**src/rtl/pc_pkg.sv**
```systemverilog
// ==== pc_pkg: shared types and default vector addresses for the PC update unit ====
// ==== Rev 1.0 ====
`default_nettype none

package pc_pkg;

  typedef enum logic [1:0] {
    BR_EQ = 2'b00,
    BR_NE = 2'b01,
    BR_LE = 2'b10,
    BR_GT = 2'b11
  } branch_op_t;

  typedef enum logic [1:0] {
    CAUSE_NONE     = 2'b00,
    CAUSE_OPCODE   = 2'b01,
    CAUSE_OVERFLOW = 2'b10,
    CAUSE_DIV0     = 2'b11
  } exc_cause_t;

  typedef enum logic {
    ST_IDLE  = 1'b0,
    ST_FETCH = 1'b1
  } pc_state_t;

  localparam int DEF_VEC_OPCODE   = 253;
  localparam int DEF_VEC_OVERFLOW = 254;
  localparam int DEF_VEC_DIV0     = 255;

endpackage

`default_nettype wire

```
**src/rtl/pc_branch_cond.sv**
```systemverilog
// ==== pc_branch_cond: branch-taken condition from branch_op and ALU flags ====
// ==== Rev 1.0 ====
`default_nettype none

module pc_branch_cond
  import pc_pkg::*;
(
  input  branch_op_t branch_op,
  input  logic       alu_zero,
  input  logic       alu_gt,
  output logic       cond
);

  always_comb begin
    cond = 1'b0;
    case (branch_op)
      BR_EQ:   cond = alu_zero;
      BR_NE:   cond = !alu_zero;
      BR_LE:   cond = alu_zero | !alu_gt;
      BR_GT:   cond = alu_gt;
      default: cond = 1'b0;
    endcase
  end

endmodule

`default_nettype wire

```
**src/rtl/pc_update_unit.sv**
```systemverilog
// ==== pc_update_unit: PC/EPC commit and exception vector fetch; PC_EXC_TIMEOUT_EN adds a FETCH watchdog ====
// ==== Rev 1.0 ====
`default_nettype none

module pc_update_unit
  import pc_pkg::*;
#(
  parameter int               WIDTH          = 32,
  parameter logic [WIDTH-1:0] RESET_PC       = '0,
  parameter int               VEC_OPCODE     = DEF_VEC_OPCODE,
  parameter int               VEC_OVERFLOW   = DEF_VEC_OVERFLOW,
  parameter int               VEC_DIV0       = DEF_VEC_DIV0,
  parameter int               TIMEOUT_CYCLES = 16
) (
  input  logic             clk,
  input  logic             reset,
  input  logic [WIDTH-1:0] pc_next,
  input  logic             pc_write,
  input  logic             pc_write_cond,
  input  logic [1:0]       branch_op,
  input  logic             alu_zero,
  input  logic             alu_gt,
  input  logic             exc_req,
  input  logic [1:0]       exc_cause,
  output logic             mem_vec_req,
  output logic [WIDTH-1:0] mem_vec_addr,
  input  logic             mem_vec_ack,
  input  logic [7:0]       mem_vec_byte,
  output logic [WIDTH-1:0] pc,
  output logic [WIDTH-1:0] epc,
  output logic [1:0]       exc_cause_q,
  output logic             exc_busy,
  output logic             exc_timeout
);

  pc_state_t        state;
  logic             cond;
  logic             exc_take;
  logic             pc_load;
  logic [WIDTH-1:0] vec_sel;

  pc_branch_cond u_branch_cond (
    .branch_op (branch_op_t'(branch_op)),
    .alu_zero  (alu_zero),
    .alu_gt    (alu_gt),
    .cond      (cond)
  );

  assign exc_take = exc_req && (exc_cause != CAUSE_NONE);
  assign pc_load  = pc_write | (pc_write_cond & cond);

  always_comb begin
    vec_sel = '0;
    case (exc_cause_t'(exc_cause))
      CAUSE_OPCODE:   vec_sel = WIDTH'(VEC_OPCODE);
      CAUSE_OVERFLOW: vec_sel = WIDTH'(VEC_OVERFLOW);
      CAUSE_DIV0:     vec_sel = WIDTH'(VEC_DIV0);
      default:        vec_sel = '0;
    endcase
  end

`ifdef PC_EXC_TIMEOUT_EN
  localparam int CNT_W = $clog2(TIMEOUT_CYCLES + 1);

  logic [CNT_W-1:0] fetch_cnt;
  logic             timeout_flag;
  logic             timeout_hit;

  // Counter holds the number of ack-less FETCH edges seen so far.
  assign timeout_hit = (fetch_cnt == CNT_W'(TIMEOUT_CYCLES));
  assign exc_timeout = timeout_flag;
`else
  assign exc_timeout = 1'b0;
`endif

  always_ff @(posedge clk or negedge reset) begin
    if (!reset) begin
      state        <= ST_IDLE;
      pc           <= RESET_PC;
      epc          <= '0;
      exc_cause_q  <= '0;
      mem_vec_addr <= '0;
      mem_vec_req  <= 1'b0;
      exc_busy     <= 1'b0;
`ifdef PC_EXC_TIMEOUT_EN
      fetch_cnt    <= '0;
      timeout_flag <= 1'b0;
`endif
    end else begin
      case (state)
        ST_IDLE: begin
          // An accepted exception takes priority over any same-cycle PC write.
          if (exc_take) begin
            epc          <= pc - WIDTH'(4);
            exc_cause_q  <= exc_cause;
            mem_vec_addr <= vec_sel;
            mem_vec_req  <= 1'b1;
            exc_busy     <= 1'b1;
            state        <= ST_FETCH;
`ifdef PC_EXC_TIMEOUT_EN
            fetch_cnt    <= '0;
`endif
          end else if (pc_load) begin
            pc <= pc_next;
          end
        end
        ST_FETCH: begin
          if (mem_vec_ack) begin
            pc          <= {{(WIDTH-8){1'b0}}, mem_vec_byte};
            mem_vec_req <= 1'b0;
            exc_busy    <= 1'b0;
            state       <= ST_IDLE;
          end
`ifdef PC_EXC_TIMEOUT_EN
          else if (timeout_hit) begin
            pc           <= RESET_PC;
            timeout_flag <= 1'b1;
            mem_vec_req  <= 1'b0;
            exc_busy     <= 1'b0;
            state        <= ST_IDLE;
          end else begin
            fetch_cnt <= fetch_cnt + 1'b1;
          end
`endif
        end
        default: state <= ST_IDLE;
      endcase
    end
  end

endmodule

`default_nettype wire
```
**config.mk**
```make
export PLATFORM = sky130hd
export DESIGN_NAME = pc_update_unit
export DESIGN_NICKNAME = d
export VERILOG_FILES = /design/src/rtl/pc_pkg.sv /design/src/rtl/pc_branch_cond.sv /design/src/rtl/pc_update_unit.sv
export SDC_FILE = /design/constraint.sdc
export NUM_CORES = 1
export LEC_CHECK = 0
export CAP_MARGIN = 25
export CORE_AREA = 5 5 99 101
export CTS_CLUSTER_DIAMETER = 80
export DETAILED_ROUTE_END_ITERATION = 16
export DIE_AREA = 0 0 104 106
export GPL_TIMING_DRIVEN = 0
export PLACE_DENSITY = 0.78
export SLEW_MARGIN = 30
export SYNTH_ARGS = -nofsm -noshare
export SYNTH_HDL_FRONTEND = slang
export SYNTH_SLANG_ARGS = --single-unit
export TNS_END_PERCENT = 10
```
**constraint.sdc**
```tcl
create_clock -name clk -period 2.6 [get_ports clk]
set_input_delay 0.52 -clock clk [delete_from_list [all_inputs] [get_ports clk]]
set_output_delay 0.52 -clock clk [all_outputs]
set_load 0.02 [all_outputs]
```
==> out/metrics.csv <==
metric,value,unit
status,"finished, final reports clean",
Routed Antenna Nets,0,
Sequential cell area,1780,sq um
Slew @ Worst Pin,0.616,ns
FMAX,0.411,GHz
worst setup path startpoint,exc_cause[1],
GRT Util Overall,19.4,%
Place WS,-0.189,ns
reg-to-reg critical path endpoint,epc[29]$_DFFE_PN0P_,
max-slew headroom at the worst pin,58.6,%
I/O pin cnt,153,
hold buffers post-CTS,0,
Final Max Tran Viols,0,
first-pass GRT wire length,17400,um
Placement Rows,35,
vias,3308,
RSZ-0062 raised after global routing,no,
CP cell instances,"clkdlybuf4s50_1, o21ai_1, o21ai_0, o21ba_2, buf_2, mux2_2",
delay of the slowest critical-path stage,0.49,ns
Pwr Total,4.42,mW
final net count,594,
Avg Synthesized Cell Area,9.78,sq um
WS Path Type,input port to flip-flop,
final setup vio count,0,
area delta synth->final,46.0,%
cell area after synthesis,3700,sq um
cell leakage power,2.28,nW
"commonest cells after routing, fill and taps aside","clkdlybuf4s50_1, dfrtp_1, o21ai_0, nand2_1, buf_4",
fin util,60.6,%
initial antenna violation count,0,
Starting Density,41.5,%
"Slowest-stage cell, CP",o21ai_1,
1st-pass router iterations,4,
CTS clock-pin slew for the worst setup and hold paths,0.08,ns
WL/cell,16.2,um
CTS root buf,clkbuf_8,
R2R Setup Slk,0.20,ns
"Seq/Total Area, Yosys",48.0,%
Synth Register Bits,71,
yosys warns,0,
drt total wl,10700,um
fin cells,657,
n_diodes,0,
Hold Path Class,input port to async pin,
Die Y,106,um
"commonest non-fill, non-tap cell in the layout",clkdlybuf4s50_1,
max-cap violations,0,
core area,8930,sq um
PD cells,817,nW/um^2
Critical R2R Launch,pc[11]$_DFFE_PN0P_,
share of cells above drive strength 1,13.7,%
CP Data Arrival Time,2.67,ns
Worst setup SP type,input port,
die area,11000,sq um
vias in the first global route,3465,
post-CTS setup buffer count,0,
DRC Markers,0,
largest net degree at the start of global routing,39,
FF-to-FF path depth,6,
Period minus WS final,2.43,ns
die width,104,um
setup ws final,0.167,ns
worst-path fanout max,10,
Final Skew,0.00909,ns
Tcrit/Tclk final,93.6,%
CTS buffer count,9,
peak supply drop,0.338,mV
number of H-tree levels,3,
global placer's final weighted congestion,0.885,
PortBufs,126,
initial DRC count,92,
Post-DP HPWL,8430,um
buffers and inverters on the worst path,2,
# fillers,807,
area of the multi-input gates,1590,sq um
Vias/cell,5.04,
clk buf depth,2,
library cells used by synthesis,37,
Inst Count DP,641,
Fin. Hold Viols,0,
CP required,2.84,ns
Post-Syn Instances,379,
clk sink count,71,
global route overflow,0,
Clock Latency Late Sink,0.34,ns
Critical Path End Type,flip-flop,
cts repair resizes,0,
CTS tree,built,
"Largest delay share family, worst path",compound AO/OA/AOI/OAI gates,
## report_power, final
part	switching, mW	internal (mW)
sequential	0.273	1.40
combinational	0.980	0.879
clock	0.439	0.448
total	1.69	2.73
## worst max path at each step
stage / cells past startpoint / slack [ns] / endpoint
floorplan: 8 / 0.33 / epc[22]$_DFFE_PN0P_
global placement: 1 / -1.34 / epc[14]$_DFFE_PN0P_
CTS: 6 / 0.18 / pc[5]$_DFFE_PN0P_
detailed placement: 6 / -0.19 / pc[6]$_DFFE_PN0P_
global route: 6 / 0.05 / epc[29]$_DFFE_PN0P_
finish: 6 / 0.17 / pc[5]$_DFFE_PN0P_
## final cells by class
| class | instances | share of cell area [%] |
|---|---|---|
| inverter | 28 | 1.94 |
| buffer | 53 | 6.01 |
| clock inverter | 6 | 1.30 |
| multi-input combinational | 251 | 29.3 |
| sequential | 71 | 32.8 |
| clock buffer | 10 | 2.36 |
| tap | 111 | 2.57 |
| timing repair buffer | 127 | 23.6 |
## cells in the mapped netlist, drive strengths merged
cell type  number  area [sq um]
nand4           4          25.0
dfrtp          71          1780
buf            36           262
nor4           11          96.3
or3             2          12.5
mux2           15           169
ha              1          12.5
inv            28           105
a22oi           1          7.51
clkbuf         17          63.8
a21oi           2          10.0
nor3           13          81.3
nand2b          2          12.5
or4b            1          13.8
xor2            1          8.76
nor2b           3          18.8
nand3           5          25.0
o311a           1          10.0
a21o            2          15.0
nor2            7          26.3
or2             1          6.26
nor4b           1          23.8
mux2i           4          40.0
o2111ai        24           210
o21ba           1          10.0
o21ai          55           275
xnor2          25           219
conb            1          3.75
nand2          44           165
## sequential cells by signal, indices dropped and copies added (netlist names)
signal / count
mem_vec_addr: 3
exc_cause_q: 2
pc: 32
exc_busy: 1
epc: 32
state: 1
## stage by stage
stage                     TNS [ns]  hold slack (ns)  area (sq um)
after global routing             0            0.131          5410
after detailed placement     -3.86            0.467          5210
after floorplan                  0            0.224          3790
final                            0            0.103          5410
after CTS                        0            0.118          5410
after global placement     -100.22            0.462          5190
## metal layers
layer	track usage (%)	wire (um)	part of all wire, %	vias to the layer above
li1	-	-	-	1587
met2	35.0	5630	53	117
met3	5.10	814	7.6	9
met4	5.18	89	0.84	0
met1	22.7	4130	39	1595
met5	0	0	0	-
## cells by family after synthesis
family | after synthesis | share of synthesized area, %
xor+xnor | 26 | 6.15
buf+inv | 81 | 11.6
mux | 19 | 5.64
fa+ha+maj | 1 | 0.338
other cells | 1 | 0.101
simple gates | 94 | 13.7
flops | 71 | 48.0
compound gates | 86 | 14.5
(Power assumes the default switching activity.)
==> edit 1, RTL diff (config.mk and constraints unchanged) <==
`WIDTH`: 32 -> 16.
--- a/src/rtl/pc_update_unit.sv
+++ b/src/rtl/pc_update_unit.sv
@@ -7,3 +7,3 @@
 #(
-  parameter int               WIDTH          = 32,
+  parameter int               WIDTH          = 16,
   parameter logic [WIDTH-1:0] RESET_PC       = '0,
Interface: changed (resized epc, mem_vec_addr, pc and pc_next); port bits go from 153 to 89. The function was not compared with the original's and may differ.
==> edit 1 against the original RTL <==
  * Global-route usage down 9.8 points
  * Fmax up 7.7%
  * Synthesized area down 46%
  * Highest routed layer unchanged
  * Critical endpoint is now pc[12]
  * Core utilization down 26 points
  * Count of clock-buffer cells in the layout down 4
  * Total power down 43%
  * Worst setup slack better by 0.17 ns
  * Routed wire length down 50%
  * Final area down 42%
  * Sequential power down 45%
  * First-iteration DRC count down 62%
  * Sequential cell count down 32
  * Hold slack better by 0.068 ns
==> edit 1: results (changes against the original RTL) <==
Netlist cell types = 35 (was 37)
top flop regs = epc x16, pc x16, mem_vec_addr x3 (was epc x32, pc x32, mem_vec_addr x3)
vias in the first global route = 1622 (was 3465)
Seq/Total Area, Yosys = 48.8% (was 48.0%)
share of cells above drive strength 1 = 19.0% (was 13.7%)
Least-Margin Pin Slew = 0.703 ns (was 0.616 ns)
Starting DRT DRC Count = 35 (was 92)
fraction of area in registers = 31.3% (was 32.8%)
invs w/o clock = 2 (was 28)
WL final = 5370 um (was 10700 um)
dpl hpwl = 4520 um (was 8430 um)
NetSw = 0.870 mW (was 1.69 mW)
yosys warns = 0 (unchanged)
most frequent cells after synthesis = dfrtp_1 (39), nand2_1 (32), buf_4 (15) (was dfrtp_1 (71), o21ai_0 (48), nand2_1 (44))
fin crit share = 86.9% (was 93.6%)
CP max FO = 10 (unchanged)
status = complete, no violations (unchanged)
Worst IR Drop VDD = 0.334 mV (was 0.338 mV)
Yosys reg bits = 39 (was 71)
Multi-input gate area = 902 um^2 (was 0.00159 mm^2)
DR vias/cell = 4.07 (was 5.04)
most common cell after layout, fill and taps aside = clkdlybuf4s50_1 (unchanged)
GRT Util Overall = 9.55% (was 19.4%)
Clock buf/inv share = 4.26% (was 3.65%)
Port-buffer cells = 79 (was 126)
multi-input combinational cell count = 130 (was 251)
clock latency on the worst-skew pair = 0.29 ns (was 0.34 ns)
sequential cell power = 0.916 mW (was 1.67 mW)
count of non-CTS buffers in the layout = 100 (was 180)
Lkg Pwr = 1.33 nW (was 2.28 nW)
CTS Buffer Depth = 2 (unchanged)
top cells by area, synth = dfrtp_1 (49%), mux2_2 (6.8%), mux2_4 (6.0%), nand2_1 (6.0%), buf_4 (5.6%) (was dfrtp_1 (48%), o21ai_0 (6.5%), buf_4 (6.3%), xnor2_1 (5.9%), o2111ai_1 (5.7%))
first-pass GRT wire length = 8360 um (was 17400 um)
CLK BUF = 6 (was 10)
Fill cells = 944 (was 807)
Placer Congestion = 0.778 (was 0.885)
largest net degree at the start of global routing = 22 (was 39)
Non-clock buffering overhead = 30.8% (was 29.6%)
Power Combinational = 1.02 mW (was 1.86 mW)
Nets = 315 (was 594)
CTS Buf Count = 5 (was 9)
Post-Route Skew = 0.00478 ns (was 0.00909 ns)
CP Data Arrival Time = 2.44 ns (was 2.67 ns)
Critical R2R Launch = pc[2] (was pc[11])
H-tree level count = 2 (was 3)
## edit 1: cell count changes in the layout (fill, tap and decap cells not counted), moves of 15 or more
cell	delta
buf_4	-17
clkbuf_1	-15
clkdlybuf4s50_1	-47
conb_1	-16
dfrtp_1	-32
inv_1	-26
o2111ai_1	-24
o21ai_0	-37
xnor2_1	-23
## edit 1: worst max-delay path, cell delays in order
cell	delay, ns
clkdlybuf4s50_1	0.47
o21ai_1	0.31
mux2i_1	0.19
a211oi_4	0.42
buf_8	0.23
mux2_4	0.31
## edit 1: worst paths after layout
check	to	slack [ns]	cells after the start
worst max-delay path	pc[12]	0.34	6
worst min-delay path	epc[12]	0.17	1
worst max register to register	epc[12]	0.63	6
worst min register to register	epc[0]	0.48	2
max in group asynchronous	pc[1]	1.96	2
min in group clk	epc[0]	0.48	2
## edit 1: kinds of logic after synthesis
family	count (synthesis)	synth area share [%]
multiplexers	25	15.3
adder cells (fa/ha/maj)	1	0.625
flip-flops	39	48.8
other	1	0.187
AO/OA/AOI/OAI	22	7.63
XOR/XNOR	8	3.50
AND/OR/NAND/NOR	65	16.4
buffers and inverters	22	7.63
## edit 1: per-stage QoR
step / instances / setup slack [ns] / hold WS (ns) / instance area, um^2 / power, mW
global route: 390 / 0.245 / 0.197 / 3120 / 2.66
detailed placement: 382 / 0.0134 / 0.462 / 2980 / 1.96
floorplan: 191 / 0.830 / 0.224 / 2030 / 1.43
CTS: 390 / 0.313 / 0.178 / 3120 / 2.56
global placement: 381 / 0.0507 / 0.464 / 2960 / 1.93
finish: 390 / 0.340 / 0.171 / 3120 / 2.53
## edit 1: per-layer routing
layer,vias to the layer above,GRT usage (%),wire [um]
li1,795,-,-
met5,-,0,0
met4,0,2.59,58
met1,737,10.8,2220
met3,5,3.46,371
met2,50,16.9,2720
==> edit 2, RTL diff (config.mk and constraints unchanged) <==
Without the edit above. Make the reset (`reset`) synchronous in one clocked block.
--- a/src/rtl/pc_update_unit.sv
+++ b/src/rtl/pc_update_unit.sv
@@ -75,3 +75,3 @@
 
-  always_ff @(posedge clk or negedge reset) begin
+  always_ff @(posedge clk) begin
     if (!reset) begin
Check against the original RTL: differs if reset is asserted again (counterexample within 4 cycles, from zero or initial values and one cycle with reset low); with reset held inactive, the same outputs for 10 cycles.
==> edit 2 against the original RTL <==
  * Worst setup slack worse by 0.0098 ns
  * Sequential cell count stayed put
  * Total power is 27% lower
  * Largest power group is now sequential cells
  * First-iteration DRC count is 72% higher
  * Final cell count is 4.0% higher
  * Clock power is 2.4% higher
  * Combinational power is 45% lower
  * Synthesized area is 4.1% lower
  * Non-clock buffer count is 14 higher
  * Routed wire length is 3.6% higher
  * Final area is 2.2% lower
==> edit 2: results (changes against the original RTL) <==
CP max FO = 10 (unchanged)
HP Class = reg -> reg (was in -> async)
Least-Margin Pin Slew = 0.660 ns (was 0.616 ns)
met2 Use GR = 32.5% (was 35.0%)
antenna cells = 0 (unchanged)
status = complete, no violations (unchanged)
top cells by area, synth = dfxtp_1 (40%), a41o_1 (6.8%), buf_4 (6.5%), a21oi_1 (6.3%), nand2_1 (5.1%) (was dfrtp_1 (48%), o21ai_0 (6.5%), buf_4 (6.3%), xnor2_1 (5.9%), o2111ai_1 (5.7%))
Worst-path clk slew = 0.08 ns (about the same)
DR pass1 iterations = 4 (unchanged)
Synth Flop Type = dfxtp_1 (was dfrtp_1)
clock latency on the worst-skew pair = 0.35 ns
Nets = 620 (was 594)
Mean Syn Cell Area = 8.86 um^2 (was 9.78 um^2)
Cell Area, Placed = 0.00504 mm^2 (was 0.00521 mm^2)
# resized after CTS = 0 (unchanged)
Seq/Total Area, Yosys = 40.0% (was 48.0%)
clock root cell = clkbuf_8 (unchanged)
GRT met1 Usage = 23.8% (was 22.7%)
top flop regs = epc x32, pc x32, mem_vec_addr x3 (unchanged)
initial antenna violation count = 0 (unchanged)
slowest cell on the critical path = a311o_1 (was o21ai_1)
largest net degree at the start of global routing = 14 (was 39)
Post-Route Skew = 0.00961 ns (was 0.00909 ns)
post-route insts no fill = 683 (was 657)
vias in the first global route = 3539 (was 3465)
first-pass GRT wire length = 17500 um (was 17400 um)
Fill cells = 782 (was 807)
DR vias/cell = 5.17 (was 5.04)
slowest stage delay, CP = 0.44 ns (was 0.49 ns)
CTS Buffer Depth = 2 (unchanged)
dpl hpwl = 8490 um (was 8430 um)
H-tree level count = 3 (unchanged)
Post-CTS Hold Fix Bufs = 0 (unchanged)
CP Data Arrival Time = 2.69 ns (was 2.67 ns)
layer with the highest usage = met2 (unchanged)
share of cells above drive strength 1 = 12.4% (was 13.7%)
yosys warns = 0 (unchanged)
async set or reset register ratio after synthesis = 0% (was 100%)
placed cells = 662 (was 641)
drc violations = 0 (unchanged)
most frequent cells after synthesis = dfxtp_1 (71), nand2_1 (48), a21oi_1 (45) (was dfrtp_1 (71), o21ai_0 (48), nand2_1 (44))
Starting DRT DRC Count = 158 (was 92)
Port-buffer cells = 126 (unchanged)
CTS Buf Count = 9 (unchanged)
Netlist cell types = 46 (was 37)
Placer Congestion = 0.832 (was 0.885)
WL final = 11000 um (was 10700 um)
GR Layer Usage met3 = 5.59% (was 5.10%)
Worst IR Drop VDD = 0.327 mV (was 0.338 mV)
GRT Util Overall = 19.5% (was 19.4%)
Lkg Pwr = 2.28 nW (about the same)
==> edit 2: path summary, 6_finish.rpt <==
| check | to | cells after the start | start | slack (ns) |
|---|---|---|---|---|
| worst max-delay path | pc[23] | 8 | branch_op[1] | 0.16 |
| worst max register to register | pc[23] | 6 | state | 0.38 |
| worst min register to register | epc[0] | 2 | epc[0] | 0.45 |
| worst min-delay path | epc[0] | 2 | epc[0] | 0.45 |
==> edit 2: report_power, final <==
| group | total (mW) | leakage [nW] | switching [mW] | internal, mW |
|---|---|---|---|---|
| clock | 0.908 | 0.0947 | 0.436 | 0.472 |
| sequential | 1.29 | 0.585 | 0.104 | 1.19 |
| combinational | 1.02 | 1.60 | 0.533 | 0.485 |
==> edit 2: cells by family (layout without fill, tap and decap cells) <==
family          count (synthesis)  after routing  synth area share [%]
compound gates                125            125                  24.1
xor+xnor                       25             25                  6.16
fa+ha+maj                       1              1                 0.352
buf+inv                        66            213                  11.1
flops                          71             71                  40.0
mux                             8              8                  2.25
other cells                     1             25                 0.105
simple gates                  104            104                  16.0
==> edit 2: area by class of cell <==
cell class,instances,area [um^2],share of cell area (%)
plain buffers,63,382,7.21
repair buffers,131,1300,24.6
well taps,111,139,2.63
clock buffers,10,138,2.60
multi-input cells,288,1830,34.6
flip-flops and latches,71,1420,26.9
clock inverters,6,70.1,1.32
inverters,3,11.3,0.213
==> edit 2: repair_timing <==
item / in CTS / in global routing
endpoints found under the setup margin: 0 / 15
endpoints found under the hold margin: 0 / 0
buffers inserted: 0 / 5
==> edit 2: stage by stage <==
| stage | worst slack [ns] | utilization [%] | setup TNS (ns) |
|---|---|---|---|
| CTS | 0.0895 | 58.8 | 0 |
| global route | 0.119 | 59.2 | 0 |
| detailed placement | -0.252 | 56.5 | -5.78 |
| finish | 0.157 | 59.2 | 0 |
| global placement | -0.222 | 56.5 | -4.68 |
| floorplan | 0.520 | - | 0 |
==> edit 2: layer usage <==
| layer | up-vias | part of all wire (%) |
|---|---|---|
| met2 | 142 | 49 |
| met4 | 0 | 1.5 |
| li1 | 1729 | - |
| met3 | 16 | 7.0 |
| met5 | - | 0 |
| met1 | 1646 | 43 |
==> edit 2: critical path, delay by kind of cell <==
kind | cells | cell delay [ns]
buffers and inverters | 3 | 0.79
AOI/OAI and AO/OA | 2 | 0.70
and+or+nand+nor | 3 | 0.65
